[src/rtl/note_lane_scheduler.sv]
// Falling-note lane scheduler for a rhythm game.
// Walks a note ROM, drops each lane pattern down the screen and judges hits.
module note_lane_scheduler #(
  parameter int NUM_NOTES = 8,
  parameter int HIT_Y     = 440,
  parameter int HIT_WIN   = 10,
  parameter int END_Y     = 479
) (
  input  logic       board_clk,
  input  logic       reset,
  input  logic       start,
  input  logic       step_tick,
  input  logic [2:0] btn,
  output logic [2:0] note_addr,
  input  logic [2:0] note_data,
  output logic [9:0] note_y,
  output logic [2:0] lane_visible,
  output logic [3:0] score,
  output logic [3:0] misses,
  output logic [1:0] state
);

  typedef enum logic [1:0] {
    IDLE  = 2'b00,
    SPAWN = 2'b01,
    FALL  = 2'b10,
    DONE  = 2'b11
  } state_t;

  localparam int         WIN_LO   = HIT_Y - HIT_WIN;
  localparam int         WIN_HI   = HIT_Y + HIT_WIN;
  localparam logic [9:0] LAST_Y   = 10'(END_Y);
  localparam logic [2:0] LAST_IDX = 3'(NUM_NOTES - 1);

  state_t     st;
  logic [2:0] idx;
  logic [2:0] pattern;
  logic [2:0] hit_mask;

  logic       in_win;
  logic       last_row;
  logic [2:0] hit_now;
  logic [2:0] mask_nxt;
  logic [2:0] unhit_nxt;
  logic [4:0] score_sum;
  logic [4:0] miss_sum;
  logic [3:0] score_nxt;
  logic [3:0] miss_nxt;

  function automatic logic [2:0] pop3(input logic [2:0] v);
    pop3 = {2'b00, v[0]} + {2'b00, v[1]} + {2'b00, v[2]};
  endfunction

  assign note_addr = idx;
  assign state     = st;

  // Hit judgement uses note_y before any same-cycle step increment.
  always_comb begin
    in_win    = (int'(note_y) >= WIN_LO) && (int'(note_y) <= WIN_HI);
    last_row  = step_tick && (note_y == LAST_Y);
    hit_now   = 3'b000;
    if (st == FALL && in_win)
      hit_now = btn & pattern & ~hit_mask;
    mask_nxt  = hit_mask | hit_now;
    unhit_nxt = pattern & ~mask_nxt;
    score_sum = {1'b0, score} + {2'b00, pop3(hit_now)};
    miss_sum  = {1'b0, misses} + {2'b00, pop3(unhit_nxt)};
    score_nxt = (score_sum > 5'd15) ? 4'hf : score_sum[3:0];
    miss_nxt  = (miss_sum > 5'd15) ? 4'hf : miss_sum[3:0];
  end

  // Run sequencer with all outputs registered.
  always_ff @(posedge board_clk or posedge reset) begin
    if (reset) begin
      st           <= IDLE;
      idx          <= 3'd0;
      note_y       <= 10'd0;
      pattern      <= 3'b000;
      hit_mask     <= 3'b000;
      score        <= 4'd0;
      misses       <= 4'd0;
      lane_visible <= 3'b000;
    end else begin
      case (st)
        IDLE: begin
          idx          <= 3'd0;
          score        <= 4'd0;
          misses       <= 4'd0;
          lane_visible <= 3'b000;
          if (start)
            st <= SPAWN;
        end
        SPAWN: begin
          pattern      <= note_data;
          note_y       <= 10'd0;
          hit_mask     <= 3'b000;
          lane_visible <= note_data;
          st           <= FALL;
        end
        FALL: begin
          hit_mask <= mask_nxt;
          score    <= score_nxt;
          if (step_tick)
            note_y <= note_y + 10'd1;
          if (last_row) begin
            misses       <= miss_nxt;
            lane_visible <= 3'b000;
            if (idx == LAST_IDX) begin
              st <= DONE;
            end else begin
              idx <= idx + 3'd1;
              st  <= SPAWN;
            end
          end else begin
            lane_visible <= unhit_nxt;
          end
        end
        DONE: begin
          lane_visible <= 3'b000;
          if (!start)
            st <= IDLE;
        end
        default: st <= IDLE;
      endcase
    end
  end

endmodule

[config.mk]
export PLATFORM = sky130hd
export DESIGN_NAME = note_lane_scheduler
export DESIGN_NICKNAME = d
export VERILOG_FILES = /design/src/rtl/note_lane_scheduler.sv
export SDC_FILE = /design/constraint.sdc
export NUM_CORES = 1
export LEC_CHECK = 0
export ABC_CLOCK_PERIOD_IN_PS = 7900
export BUFFER_PORTS_ARGS = -buffer_cell sky130_fd_sc_hd__buf_2
export CAP_MARGIN = 25
export CORE_ASPECT_RATIO = 1.1
export CORE_MARGIN = 8
export CORE_UTILIZATION = 60
export CTS_BUF_LIST = sky130_fd_sc_hd__clkbuf_8
export DETAILED_ROUTE_END_ITERATION = 10
export GPL_TIMING_DRIVEN = 1
export PLACE_DENSITY_LB_ADDON = 0.25
export SLEW_MARGIN = 15
export SYNTH_ARGS = -nofsm -noshare
export SYNTH_HDL_FRONTEND = slang
export SYNTH_SLANG_ARGS = --single-unit
[constraint.sdc]
create_clock -name board_clk -period 7.9 [get_ports board_clk]
set_input_delay 1.58 -clock board_clk [delete_from_list [all_inputs] [get_ports board_clk]]
set_output_delay 1.58 -clock board_clk [all_outputs]
set_load 0.03 [all_outputs]
==> reports/qor.txt, run 1 <==
status - completed
worst hold endpoint - hit_mask[0]
Lkg Pwr - 1.12 nW
drt wl/cell - 15.0 um
number of antenna violations at the first check in global routing - 0
Clock Pin Slew Worst Setup and Hold Paths - 60 ps
worst reg2reg path startpoint - state[0]
share of layout cells above drive strength 1 - 21.7%
number of global-route vias before repair - 1657
fin. max-slew vios - 0
number of synthesized flops with an enable pin - 0
Worst-Skew Late Latency - 280 ps
Crit. End Element - flip-flop
internal power - 0.000354 W
# Post-CTS Setup Buffers - 0
dpl hpwl - 3280 um
IO Port Bufs - 35
crit path time final - 3980 ps
Worst Path Arrival - 4170 ps
Clock Skew - 1.56 ps
unrepaired setup endpoints after global routing - false
beginning of the worst hold path - hit_mask[0]
cts hold-fix bufs - 0
global-route wire length before repair - 7380 um
Fin. Hold Viols - 0
Synth Area in Compound Gates - 18.3%
Total Wirelength - 4200 um
max_cap viols - 0
area grow syn2layout - 13.9%
root buf cell - clkbuf_8
VDD IR max - 0.000145 V
post_cts resized - 0
maximum clock rate - 251 MHz
fill cell count - 278
GP Congestion - 0.853
overall power - 0.000620 W
IO Pins - 36
fin crit share - 50.4%
gr usage total - 16.8%
Horiz. Die Dim - 70.7 um
CTS tree - built
Synth top area share - 40.6%
via count - 1642
flops & latches, synth - 32
Max Root-Sink Buffers - 2
area of the multi-input gates - 1070 sq um
worst endpoint required time - 8090 ps
Design Area, Final - 2250 sq um
R2R depth - 14
RR Endpoint - misses[2]
Die Y - 76.1 um
Pre-antenna DRT Iters - 4
crit path from - state[0]
yosys synthesis warning count - 0
Cell Rows - 22
Starting DRT DRC Count - 99
Via density - 5.86
Setup violations, final - 0
# diodes - 0
sequential fraction of the synthesis area - 40.6%
ys async rst share - 100%
final net count - 270
Sw Ratio - 42.9%
Worst R2R Setup Slack - 3920 ps
area leader, netlist - dfrtp_1
# DRC - 0
simple-gate portion of the synthesized area - 20.5%
XOR/XNOR share of the synthesized area - 1.33%
Final ANT Viol Nets - 0
Rel. slew slack - 55.4%
die area - 5380 sq um
Hold Path Stages - 2
setup_tns - 0 ps
clock sink total - 32
Clk network pwr share - 18.3%
Gate Count Post-Synth - 208
post-synth net total - 234
CTS Buf Count - 5
Slew @ Worst Pin - 669 ps
pin count of the biggest net entering global routing - 23
switching power - 0.000266 W
Cell variety after synth - 49
Adder-Cell Fraction of Synth Area - 11.7%
share of power burned in registers - 35.5%
leading cell type in the layout, fill and taps excluded - buf_2
top_reg_cell synth - dfrtp_1
Hold/Removal Path Class - flip-flop to flip-flop
Setup Crit Path Kind - flip-flop to flip-flop
Logic pwr share - 46.2%
post-synthesis mux area share - 2.22%
grt ovf - 0
CP startpoint kind - flip-flop
commonest cells after routing, fill and taps aside - 35 x buf_2, 32 x dfrtp_1, 23 x nand2_1, 21 x inv_1, 15 x o21ai_0
Initial Utilization - 60.7%
main combinational cell family by area after synthesis - simple AND/OR/NAND/NOR gates
syn avg cell area - 9.49 sq um
PD cells - 276 nW/um^2
Core ar. - 3250 sq um
top cells by area, synth - dfrtp_1 41%, ha_1 7.6%, nand2_1 4.4%
crit-path max FO - 22
register area - 801 sq um
mapped cell area - 1970 sq um
number of H-tree levels - 2
Placement Cell Area - 2170 sq um
-- power groups by stage --
| stage | clock network, W | logic, W | registers (W) |
|---|---|---|---|
| after global placement | 0 | 0.000284 | 0.000221 |
| after global routing | 0.000121 | 0.000322 | 0.000226 |
| after detailed placement | 0 | 0.000287 | 0.000223 |
| final | 0.000113 | 0.000287 | 0.000220 |
| after floorplan | 0 | 0.000175 | 0.000261 |
| after CTS | 0.000118 | 0.000288 | 0.000220 |
-- per-layer routing --
metal / track usage [%] / vias to the layer above / wire (um)
li1: - / 813 / -
met2: 26.3 / 41 / 2000
met5: 0 / - / 0
met1: 20.6 / 784 / 1870
met4: 7.08 / 0 / 49
met3: 5.39 / 4 / 283
-- state kept, by name, summed over array words and instances, names as in the netlist --
name / flops
state: 2
hit_mask: 3
note_y: 10
misses: 4
score: 4
lane_visible: 3
note_addr: 3
pattern: 3
-- cell type report --
| class | instances | area share (%) |
|---|---|---|
| inverters | 20 | 3.34 |
| flip-flops and latches | 32 | 35.6 |
| multi-input cells | 149 | 47.4 |
| well taps | 36 | 2.00 |
| repair buffers | 36 | 8.13 |
| clock buffers | 5 | 3.06 |
| clock inverters | 2 | 0.390 |
-- synth_stat cells, drive strengths merged (3+ instances only) --
cell type / instances
o21ai: 19
fa: 4
nor2b: 8
o41ai: 3
nor4: 4
mux2: 3
ha: 12
nand2: 23
a31oi: 5
buf: 5
nor2: 8
inv: 20
dfrtp: 32
a21oi: 10
or3: 4
nand4: 3
nand3: 6
a32o: 3
nor3: 4
-- critical path, cell delays in order, from the launching register on --
cell	delay (ps)
dfrtp_1	420
inv_1	110
ha_1	600
nand4b_2	260
nor4_1	460
o21ai_1	180
nand2_1	120
fa_1	410
inv_1	60
ha_1	160
inv_1	50
fa_1	390
nor4_1	380
nor2_1	80
a211oi_1	210
-- cells by family after synthesis --
family          count (synthesis)
compound gates                 53
mux                             4
simple gates                   73
fa+ha+maj                      16
buf+inv                        27
xor+xnor                        3
flops                          32
-- worst max path at each step --
stage	cells after the start	to	slack [ps]
after CTS	14	misses[2]	3920
after floorplan	10	misses[2]	4340
after global placement	14	misses[2]	4060
after global routing	14	misses[2]	3540
final	14	misses[2]	3920
after detailed placement	14	misses[2]	3920
-- through the flow --
step	hold slack, ps	utilization (%)	cells	worst slack, ps
2_1_floorplan	450	-	208	4340
3_3_place_gp	469	66.8	273	4060
3_5_place_dp	471	66.8	273	3920
4_1_cts	484	69.2	280	3920
5_1_grt	503	69.2	280	3540
6_report	482	69.2	280	3920
Power figures use the tool's default switching activity.
==> run 2, diff against run 1 <==
Settings changed: ABC_CLOCK_PERIOD_IN_PS 7900 to 3950, CORE_UTILIZATION 60 to 57.
Clock period 7.9 ns to 3.95 ns, I/O delays scaled along.
==> reports/qor.txt, run 2 (synthesis results as in run 1) <==
GP Congestion - 0.900
IO Port Bufs - 35
worst hold margin - 488 ps
fin crit share - 90.3%
PD cells - 561 nW/um^2
CP startpoint kind - flip-flop
unrepaired setup endpoints after global routing - false
Die Y - 77.7 um
Design Area, Final - 2280 sq um
Slew @ Worst Pin - 507 ps
number of global-route vias before repair - 1654
Crit. End Element - flip-flop
Setup Crit Path Kind - flip-flop to flip-flop
grt ovf - 0
# Post-CTS Setup Buffers - 0
leading cell type in the layout, fill and taps excluded - buf_2
maximum clock rate - 280 MHz
Setup violations, final - 0
gr usage total - 16.6%
status - completed
via count - 1649
area grow syn2layout - 15.8%
most used cell, CP - inv_1
max reg flops - 10
overall power - 0.00128 W
Starting DRT DRC Count - 151
crit-path max FO - 5
root buf cell - clkbuf_8
fill cell count - 285
Clk network pwr share - 20.2%
IO Pins - 36
Total Wirelength - 4370 um
Worst Path Arrival - 3760 ps
switching power - 0.000549 W
Largest regs - note_y x10, misses x4, score x4
Core ar. - 3330 sq um
internal power - 0.000732 W
Via density - 5.61
max_cap viols - 0
number of H-tree levels - 2
placed insts - 286
worst endpoint required time - 4140 ps
share of layout cells above drive strength 1 - 22.8%
Hold/Removal Path Class - flip-flop to flip-flop
Pre-antenna DRT Iters - 4
number of antenna violations at the first check in global routing - 0
dpl hpwl - 3350 um
setup_tns - 0 ps
Top reg by flops - note_y
fin. max-slew vios - 0
share of power burned in registers - 34.4%
Sw Ratio - 42.9%
drt wl/cell - 14.9 um
Lkg Pwr - 1.13 nW
Worst-Skew Late Latency - 290 ps
non-filler instance count after layout - 294
Cell Rows - 22
met2 routed WL - 2140 um
Clock Skew - 4.10 ps
post_cts resized - 0
CP peak stage delay - 470 ps
Slowest-stage cell, CP - nor4_1
cts hold-fix bufs - 0
crit path time final - 3570 ps
clock sink total - 32
Worst R2R Setup Slack - 380 ps
CTS tree - built
CTS Buf Count - 5
Placement Cell Area - 2190 sq um
CP delay by family, top - simple AND/OR/NAND/NOR gates
highest routing layer actually used - met4
CP bufs+invs - 3
met1 wire length - 1940 um
Logic pwr share - 45.4%
# DRC - 0
commonest cells after routing, fill and taps aside - 35 x buf_2, 32 x dfrtp_1, 23 x nand2_1, 20 x inv_1, 15 x o21ai_0
Initial Utilization - 59.2%
critical path, cell by cell - inv_1 -> ha_1 -> nand4b_2 -> nor4_1 -> o21ai_1 -> nand2_1 -> fa_1 -> inv_1 -> ha_1 -> inv_1 -> fa_1 -> nor4_1 -> nor2_1 -> a211oi_1
pin count of the biggest net entering global routing - 33
die area - 5600 sq um
Final ANT Viol Nets - 0
DR WL met3 - 227 um
VDD IR max - 0.000305 V
Fin. Hold Viols - 0
# diodes - 0
Rel. slew slack - 65.9%
global-route wire length before repair - 7510 um
Horiz. Die Dim - 72.1 um
Clock Pin Slew Worst Setup and Hold Paths - 70 ps
Max Root-Sink Buffers - 2
final net count - 271
run 2: path summary, 6_finish.rpt:
path	startpoint	endpoint	cells past startpoint
setup / recovery	state[0]	misses[2]	14
hold / removal	hit_mask[0]	hit_mask[0]	2
setup reg to reg	state[0]	misses[2]	14
hold reg to reg	hit_mask[0]	hit_mask[0]	2
max in group asynchronous	reset	note_addr[1]	3
min in group asynchronous	reset	note_y[2]	3
run 2: layout make-up:
type | instances | area, sq um | share of cell area, %
clock buffers | 6 | 82.6 | 3.61
clock inverters | 2 | 10.0 | 0.438
inverters | 20 | 75.1 | 3.29
multi-input cells | 149 | 1070 | 46.7
flip-flops and latches | 32 | 801 | 35.0
well taps | 48 | 60.1 | 2.63
repair buffers | 37 | 190 | 8.32
run 2: routing by layer:
layer	vias up	GRT usage (%)
met2	45	27.8
met1	783	19.5
met4	0	6.75
li1	815	-
met5	-	0
met3	6	4.63
run 2: tightest hold or removal path, stage by stage (launching register included):
cell and delay, ps:
dfrtp_1 350, nand2_1 40, o21ai_0 60
run 2: power groups by stage:
stage / Sequential (W) / Combinational (W) / Clock, W
global placement: 0.000443 / 0.000572 / 0
detailed placement: 0.000447 / 0.000584 / 0
finish: 0.000441 / 0.000581 / 0.000259
global route: 0.000450 / 0.000651 / 0.000278
CTS: 0.000441 / 0.000589 / 0.000268
floorplan: 0.000521 / 0.000350 / 0
run 2: stage by stage:
step                setup slack [ps]  utilization [%]
finish                           383             68.6
global route                    39.5             68.6
CTS                              386             68.6
detailed placement               411             65.8
global placement                 634             65.8
floorplan                        598                -
==> run 3, diff against run 2 <==
Settings changed: ABC_CLOCK_PERIOD_IN_PS 3950 to 2900, CORE_UTILIZATION 57 to 52.
Clock period 3.95 ns to 2.9 ns, I/O delays scaled along.
==> reports/qor.txt, run 3 (synthesis results as in run 1) <==
status - complete, but fails checks
violated checks - setup timing
drt wl/cell - 15.1 um
crit path time final - 2910 ps
die area - 6020 sq um
# DRC - 0
max_cap viols - 0
dpl hpwl - 3510 um
Die Y - 80.6 um
grt ovf - 0
max reg flops - 10
pin count of the biggest net entering global routing - 33
Setup violations, final - 3
Core ar. - 3650 sq um
Sw Ratio - 42.2%
fin. max-slew vios - 0
VDD IR max - 0.000452 V
Clk network pwr share - 19.4%
register area - 807 sq um
Crit. End Element - flip-flop
number of antenna violations at the first check in global routing - 0
Worst Path Arrival - 3080 ps
maximum clock rate - 343 MHz
PD cells - 761 nW/um^2
DR WL met3 - 201 um
final core occ - 69.5%
Fin. Hold Viols - 0
Logic pwr share - 49.9%
highest routing layer actually used - met4
IO Port Bufs - 35
IO Pins - 36
leading cell type in the layout, fill and taps excluded - buf_2
Top reg by flops - note_y
Via density - 5.52
Hold/Removal Path Class - input pin to async pin
internal power - 0.00112 W
Total Wirelength - 4690 um
Pre-antenna DRT Iters - 4
crit-path max FO - 3
Worst-Skew Late Latency - 290 ps
number of H-tree levels - 2
Design Area, Final - 2540 sq um
Cell Rows - 23
Initial Utilization - 54.0%
CP startpoint kind - flip-flop
GP Congestion - 0.863
Clock Skew - 9.98 ps
area grow syn2layout - 28.7%
Placement Cell Area - 2360 sq um
met2 routed WL - 2350 um
Lkg Pwr - 1.23 nW
Slew @ Worst Pin - 556 ps
Setup Crit Path Kind - flip-flop to flip-flop
final net count - 286
number of global-route vias before repair - 1702
area of the multi-input gates - 1190 sq um
fin crit share - 100%
Largest regs - note_y x10, misses x4, score x4
via count - 1717
Horiz. Die Dim - 74.7 um
CTS Buf Count - 5
gr usage total - 16.8%
share of power burned in registers - 30.7%
Starting DRT DRC Count - 99
Clock Pin Slew Worst Setup and Hold Paths - 70 ps
# diodes - 0
worst endpoint required time - 3070 ps
Max Root-Sink Buffers - 2
share of layout cells above drive strength 1 - 37.5%
global-route wire length before repair - 7740 um
post-route setup slack - -12.0 ps
switching power - 0.000815 W
Final ANT Viol Nets - 0
root buf cell - clkbuf_8
fill cell count - 282
unrepaired setup endpoints after global routing - true
clock sink total - 32
CTS tree - built
Rel. slew slack - 62.6%
met1 wire length - 2070 um
overall power - 0.00193 W
commonest cells after routing, fill and taps aside - 35 x buf_2, 27 x dfrtp_1, 23 x nand2_1, 17 x buf_4, 14 x inv_1
==> run 3: cell types whose count changed in the layout (fill, tap and decap cells not counted), moves of 4 or more <==
cell / delta
inv_2: +7
dfrtp_1: -5
inv_1: -6
buf_4: +15
ha_1: -4
dfrtp_2: +5
==> run 3: power by group through the flow <==
| stage | clock (W) | combinational, W | sequential (W) |
|---|---|---|---|
| floorplan | 0 | 0.000495 | 0.000720 |
| global placement | 0 | 0.000886 | 0.000592 |
| detailed placement | 0 | 0.000888 | 0.000597 |
| CTS | 0.000380 | 0.000930 | 0.000590 |
| global route | 0.000401 | 0.00106 | 0.000606 |
| finish | 0.000374 | 0.000965 | 0.000594 |
==> run 3: area by class of cell <==
| class | instances | share of cell area (%) |
|---|---|---|
| multi-input combinational | 149 | 46.9 |
| inverter | 20 | 2.96 |
| clock inverter | 1 | 0.148 |
| clock buffer | 7 | 3.79 |
| sequential | 32 | 31.8 |
| tap | 50 | 2.46 |
| timing repair buffer | 52 | 11.9 |
==> run 3: final timing paths <==
kind                       depth (start not counted)     endpoint        start  slack (ps)
min in group board_clk                             2  hit_mask[0]  hit_mask[0]         490
max                                               14    misses[1]    note_y[0]         -10
min                                                3    note_y[1]        reset         370
min reg2reg                                        2  hit_mask[0]  hit_mask[0]         490
max reg2reg                                       14    misses[1]    note_y[0]         -10
max in group asynchronous                          3     state[1]        reset        2230
==> run 3: metrics by stage <==
| step | std cells | hold WS, ps | TNS, ps | setup WS [ps] |
|---|---|---|---|---|
| 2_1_floorplan | 208 | 450 | -91.4 | -50.3 |
| 3_3_place_gp | 301 | 465 | 0 | 18.1 |
| 3_5_place_dp | 301 | 472 | -159 | -55.2 |
| 4_1_cts | 311 | 376 | -9.23 | -9.23 |
| 5_1_grt | 311 | 415 | -869 | -168 |
| 6_report | 311 | 366 | -17.1 | -12.0 |
==> run 3: metal layers <==
| layer | track usage (%) | vias to the layer above |
|---|---|---|
| li1 | - | 843 |
| met5 | 0 | - |
| met2 | 28.3 | 32 |
| met3 | 4.36 | 7 |
| met1 | 19.4 | 835 |
| met4 | 7.45 | 0 |
==> run 3: critical path: stages, from the launching register on <==
cell and delay, ps:
dfrtp_2 400, inv_2 60, ha_4 120, o211ai_4 80
a2111oi_4 440, o21ai_2 100, nand2_1 90, fa_1 410
inv_1 70, ha_2 180, inv_2 40, fa_2 520
inv_2 30, a31oi_2 150, o21ai_1 90
==> run 3: timing repair <==
| item | CTS | global route |
|---|---|---|
| endpoints found under the setup margin | 5 | 8 |
| buffers inserted | 2 | 0 |
| pin swaps | 10 | 11 |
| hold endpoints to repair | 0 | 0 |
| gates cloned | 0 | 0 |
| hold buffers | 0 | 0 |
| resized for setup | 6 | 11 |
